File: config.mk
export PLATFORM = sky130hd
export DESIGN_NAME = rf_wb_arbiter
export DESIGN_NICKNAME = d
export VERILOG_FILES = /design/src/rtl/rf_pkg.sv /design/src/rtl/rf_bypass_mux.sv /design/src/rtl/rf_wb_arbiter.sv
export SDC_FILE = /design/constraint.sdc
export NUM_CORES = 1
export LEC_CHECK = 0
export ABC_AREA = 1
export CAP_MARGIN = 5
export CORE_AREA = 2 2 72 74
export DETAILED_ROUTE_END_ITERATION = 7
export DIE_AREA = 0 0 74 76
export PLACE_DENSITY = 0.95
export SLEW_MARGIN = 10
export SYNTH_ARGS = -nofsm -noshare
export SYNTH_HDL_FRONTEND = slang
export SYNTH_SLANG_ARGS = --single-unit
export TNS_END_PERCENT = 30
File: constraint.sdc
create_clock -name clk -period 4.2 [get_ports clk]
set_input_delay 0.42 -clock clk [delete_from_list [all_inputs] [get_ports clk]]
set_output_delay 0.42 -clock clk [all_outputs]
set_load 0.05 [all_outputs]
File: src/rtl/rf_pkg.sv
// Shared definitions for the register-file writeback path.
package rf_pkg;

  localparam int unsigned DW_DEF = 32;  // default writeback data width
  localparam int unsigned AW_DEF = 5;   // default register address width

  // Architectural zero register; writes to it are dropped.
  localparam logic [AW_DEF-1:0] REG_ZERO = 5'd0;

  // grant_src encodings
  localparam logic SRC_A = 1'b0;
  localparam logic SRC_M = 1'b1;

endpackage : rf_pkg

File: src/rtl/rf_bypass_mux.sv
// Forwards an in-flight register-file write to one read port.
// Only built when RF_WB_BYPASS_EN is defined.
// Ports:
//   rf_we/rf_wr/rf_wd : write currently driven into the register file
//   rr                : read address
//   rf_rd             : raw register-file read data
//   byp_rd            : read data with the in-flight write forwarded (combinational)
`ifdef RF_WB_BYPASS_EN
module rf_bypass_mux
  import rf_pkg::*;
#(
  parameter int unsigned DW = DW_DEF,
  parameter int unsigned AW = AW_DEF
) (
  input  logic          rf_we,
  input  logic [AW-1:0] rf_wr,
  input  logic [DW-1:0] rf_wd,
  input  logic [AW-1:0] rr,
  input  logic [DW-1:0] rf_rd,
  output logic [DW-1:0] byp_rd
);

  // The zero register never forwards; it always reads as the raw value.
  always_comb begin
    byp_rd = rf_rd;
    if (rf_we && (rf_wr == rr) && (rr != AW'(REG_ZERO))) begin
      byp_rd = rf_wd;
    end
  end

endmodule : rf_bypass_mux
`endif

File: src/rtl/rf_wb_arbiter.sv
// Arbitrates the single register-file write port between the ALU (A) and
// memory/load (M) writeback requesters. M has fixed priority; A is forced
// through after losing STARVE_MAX consecutive cycles. One registered stage
// drives the register file.
// Ports:
//   clk, rst                     : clock, synchronous active-high reset
//   a_valid/a_ready/a_rd/a_data  : ALU writeback request (ready is combinational)
//   m_valid/m_ready/m_rd/m_data  : memory writeback request (ready is combinational)
//   rf_we/rf_wr/rf_wd            : registered register-file write port
//   grant_src                    : registered source of the current write (SRC_A/SRC_M)
// Optional feature macro RF_WB_BYPASS_EN adds rR1/rR2, rf_rd1/rf_rd2 inputs and
// byp_rd1/byp_rd2 outputs that forward the in-flight write to two read ports.
module rf_wb_arbiter
  import rf_pkg::*;
#(
  parameter int unsigned DW         = DW_DEF,
  parameter int unsigned AW         = AW_DEF,
  parameter int unsigned STARVE_MAX = 3
) (
  input  logic          clk,
  input  logic          rst,
`ifdef RF_WB_BYPASS_EN
  input  logic [AW-1:0] rR1,
  input  logic [AW-1:0] rR2,
  input  logic [DW-1:0] rf_rd1,
  input  logic [DW-1:0] rf_rd2,
  output logic [DW-1:0] byp_rd1,
  output logic [DW-1:0] byp_rd2,
`endif
  input  logic          a_valid,
  output logic          a_ready,
  input  logic [AW-1:0] a_rd,
  input  logic [DW-1:0] a_data,
  input  logic          m_valid,
  output logic          m_ready,
  input  logic [AW-1:0] m_rd,
  input  logic [DW-1:0] m_data,
  output logic          rf_we,
  output logic [AW-1:0] rf_wr,
  output logic [DW-1:0] rf_wd,
  output logic          grant_src
);

  localparam int unsigned CW = $clog2(STARVE_MAX + 1);

  logic [CW-1:0] starve_cnt;
  logic [CW-1:0] starve_nxt;
  logic          force_a_c;
  logic          xfer_c;
  logic          sel_src_c;
  logic [AW-1:0] sel_rd_c;
  logic [DW-1:0] sel_data_c;

  // Grant and starvation-counter next state.
  always_comb begin
    force_a_c  = (starve_cnt == CW'(STARVE_MAX));
    a_ready    = a_valid && (!m_valid || force_a_c);
    m_ready    = m_valid && !(a_valid && force_a_c);
    xfer_c     = a_ready || m_ready;
    sel_src_c  = SRC_A;
    sel_rd_c   = a_rd;
    sel_data_c = a_data;
    if (m_ready) begin
      sel_src_c  = SRC_M;
      sel_rd_c   = m_rd;
      sel_data_c = m_data;
    end
    starve_nxt = starve_cnt;
    if (!a_valid || a_ready) begin
      starve_nxt = '0;
    end else if (!force_a_c) begin
      starve_nxt = starve_cnt + CW'(1);
    end
  end

  // Output stage and counter register. Writes to the zero register are
  // accepted but never enable the register file.
  always_ff @(posedge clk) begin
    if (rst) begin
      starve_cnt <= '0;
      rf_we      <= 1'b0;
      rf_wr      <= '0;
      rf_wd      <= '0;
      grant_src  <= SRC_A;
    end else begin
      starve_cnt <= starve_nxt;
      rf_we      <= 1'b0;
      if (xfer_c) begin
        rf_we     <= (sel_rd_c != AW'(REG_ZERO));
        rf_wr     <= sel_rd_c;
        rf_wd     <= sel_data_c;
        grant_src <= sel_src_c;
      end
    end
  end

`ifdef RF_WB_BYPASS_EN
  rf_bypass_mux #(.DW(DW), .AW(AW)) u_byp1 (
    .rf_we (rf_we),
    .rf_wr (rf_wr),
    .rf_wd (rf_wd),
    .rr    (rR1),
    .rf_rd (rf_rd1),
    .byp_rd(byp_rd1)
  );

  rf_bypass_mux #(.DW(DW), .AW(AW)) u_byp2 (
    .rf_we (rf_we),
    .rf_wr (rf_wr),
    .rf_wd (rf_wd),
    .rr    (rR2),
    .rf_rd (rf_rd2),
    .byp_rd(byp_rd2)
  );
`endif

endmodule : rf_wb_arbiter

==> metrics.cfg <==
[outcome]
status=finished, final reports clean

[detailed_routing]
ant_nets=0
vias=2040
drc_errors=0
drt-total-wl_um=5500
drt_iter0_markers=54
viasPerCell=4.87
drt-pass1-iter-count=4
wire_per_inst_um=13.1

[critical_path]
worst_ep_arrival_time_ns=2.79
path_cells=clkdlybuf4s50_1 -> nand2_2 -> inv_4 -> clkdlybuf4s50_1
critical_path.max_stage_delay_ns=0.88
slowest_stage=clkdlybuf4s50_1
rr_worst_depth=6
crit_path_end=m_ready
r2r_start=starve_cnt[0]$_SDFFE_PP0N_
critPathLaunch=m_valid
crit_path_end_kind=primary output
r2r-end=rf_wd[28]$_SDFFE_PP0N_
critPathMaxFanout=38
critPathLaunchType=primary input
r2r_slack_ns=2.34
cp.required_ns=3.78
cpMostUsedCell=clkdlybuf4s50_1
worstSetupPathType=in -> out

[yosys]
synthTopCellsByArea=dfxtp_1 44%, nand3_1 11%, o21ai_1 9.5%, o21ai_0 8.1%, nand2_1 4.7%
synth_cell_type_count=20
synth.ff_latch_count=41
synth.most_common_cell=nand3_1
synth_top_area_share_pct=44.4
synth_common_cells=42 x nand3_1, 41 x dfxtp_1, 35 x o21ai_1
synth_edf_count=0
synth_flop_cell=dfxtp_1
avgSynthCellArea_um2=7.67
yosys_warnings=0
synthArstFlopShare_pct=0
yosysTopAreaCell=dfxtp_1
synthCells=241
seq_area_frac_synth_pct=44.4
netlist_area_mm2=0.00185
synth_fp_nets=320

[clock_network]
htreeDepth=2
cts_buffers=5
cts_hold_buf=0
worst_skew_pair.late_latency_ns=0.28
cts.sinks=41
tritoncts=done
clk_pin_slew_ns=0.07
cts-root-buf=clkbuf_8
cts_resized=0
cts_setup_buffers=0
clk_path_buf_depth=2

[floorplanning]
initial_core_util_pct=37.6
core_mm2=0.00491
ios=119
fp.dieH_um=76
chipWidth_um=74
die_area_mm2=0.00562
num_rows=26

[cells_and_area]
area_growth_pct=67.9
diodes=0
final_cell_count_no_fill=419
fill_cells=435
nNetsFinal=427
layout-drive-gt1-share_pct=6.59

[timing]
finalSetupViolations=0
tightestPinTransition_ns=1.17
clock_skew_ns=0.00602
rsz0062_at_grt=false
min_period_ns=3.21
fin_setup_tns_ns=0
post-route-period-util_pct=76.5
slew_violations=0
max_freq_mhz=311
hold_violations=0
max-slew-margin-rel_pct=21.6

[power_and_ir_drop]
power_per_cell_area_mw_per_mm2=345
peakVddDrop_v=0.000204
leakagePower_nw=1.18

[global_route]
grt_remaining_overflow=0
grt_pass1_vias=2039
antenna_found_initial=0
grt_use_total_pct=19.7
grt_first_pass_wirelength_um=8820
grt_max_degree=40

[worst_hold_path]
hold_depth=1
min-delay-start=starve_cnt[0]$_SDFFE_PP0N_
hold_path.class=reg -> reg

[place]
dpl.cell_count=411
port_buffers=118
gp_congestion=0.773
hpwl_um=3980

[flow_run]
cap_violations=0

## registers in the layout, summed over array words and instances (netlist names)
signal      flops
grant_src       1
rf_wd          32
rf_we           1
rf_wr           5
starve_cnt      2
## per-layer routing
layer / vias up / routed length, µm / global-route usage, %
met2: 71 / 2940 / 37.0
met3: 14 / 278 / 3.57
li1: 1026 / - / -
met1: 929 / 2140 / 20.7
met5: - / 0 / 0
met4: 0 / 140 / 8.18
## kinds of logic (layout without fill, tap and decap cells)
kind of cell	Yosys count	count (layout)	share of synthesized area, %
flip-flops	41	41	44.4
AO/OA/AOI/OAI	67	67	18.5
buffers and inverters	25	133	8.86
AND/OR/NAND/NOR	107	107	27.5
adder cells (fa/ha/maj)	1	1	0.676
## power by group
group / leakage, nW / switching (mW) / internal (mW) / total (mW)
registers: 0.341 / 0.0157 / 0.420 / 0.435
clock network: 0.0585 / 0.123 / 0.194 / 0.316
logic: 0.776 / 0.184 / 0.137 / 0.321
## final cells by class
class	count	area, µm²	share of cell area, %
clock buffers	7	86.3	2.78
clock inverters	1	30.0	0.967
inverters	6	25.0	0.806
multi-input cells	175	867	27.9
flip-flops and latches	41	821	26.4
well taps	70	87.6	2.82
repair buffers	119	1190	38.3
## cell usage in the layout (no fill, tap or decap), drive strengths merged, types with 6 or more instances in the layout
cell,netlist,routed
nor2,21,21
dfxtp,41,41
clkbuf,2,7
inv,6,6
nand2,25,25
o21ai,65,65
nand3,42,42
clkdlybuf4s50,0,118
or2,19,19
## per-stage QoR
step / cell area (µm²) / setup slack [ns] / power [mW] / hold WS, ns / utilization [%]
after floorplan: 1850 / 2.45 / 0.624 / 0.398 / -
after global placement: 2990 / 1.06 / 0.759 / 0.406 / 60.9
after detailed placement: 2990 / 0.989 / 0.765 / 0.420 / 60.9
after CTS: 3110 / 0.984 / 1.08 / 0.458 / 63.2
after global routing: 3110 / 0.851 / 1.12 / 0.462 / 63.2
final: 3110 / 0.988 / 1.07 / 0.455 / 63.2
## worst min-delay path by stage
| stage | end | slack [ns] |
|---|---|---|
| 2_1_floorplan | starve_cnt[0]$_SDFFE_PP0N_ | 0.40 |
| 3_3_place_gp | starve_cnt[0]$_SDFFE_PP0N_ | 0.41 |
| 3_5_place_dp | starve_cnt[0]$_SDFFE_PP0N_ | 0.42 |
| 4_1_cts | starve_cnt[0]$_SDFFE_PP0N_ | 0.46 |
| 5_1_grt | starve_cnt[0]$_SDFFE_PP0N_ | 0.46 |
| 6_report | starve_cnt[0]$_SDFFE_PP0N_ | 0.46 |
## critical path: cells and delay by family
| kind | cells | cell delay, ns |
|---|---|---|
| buf+inv | 3 | 1.95 |
| simple gates | 1 | 0.41 |
Note: power is estimated with default switching activity, not from simulation.
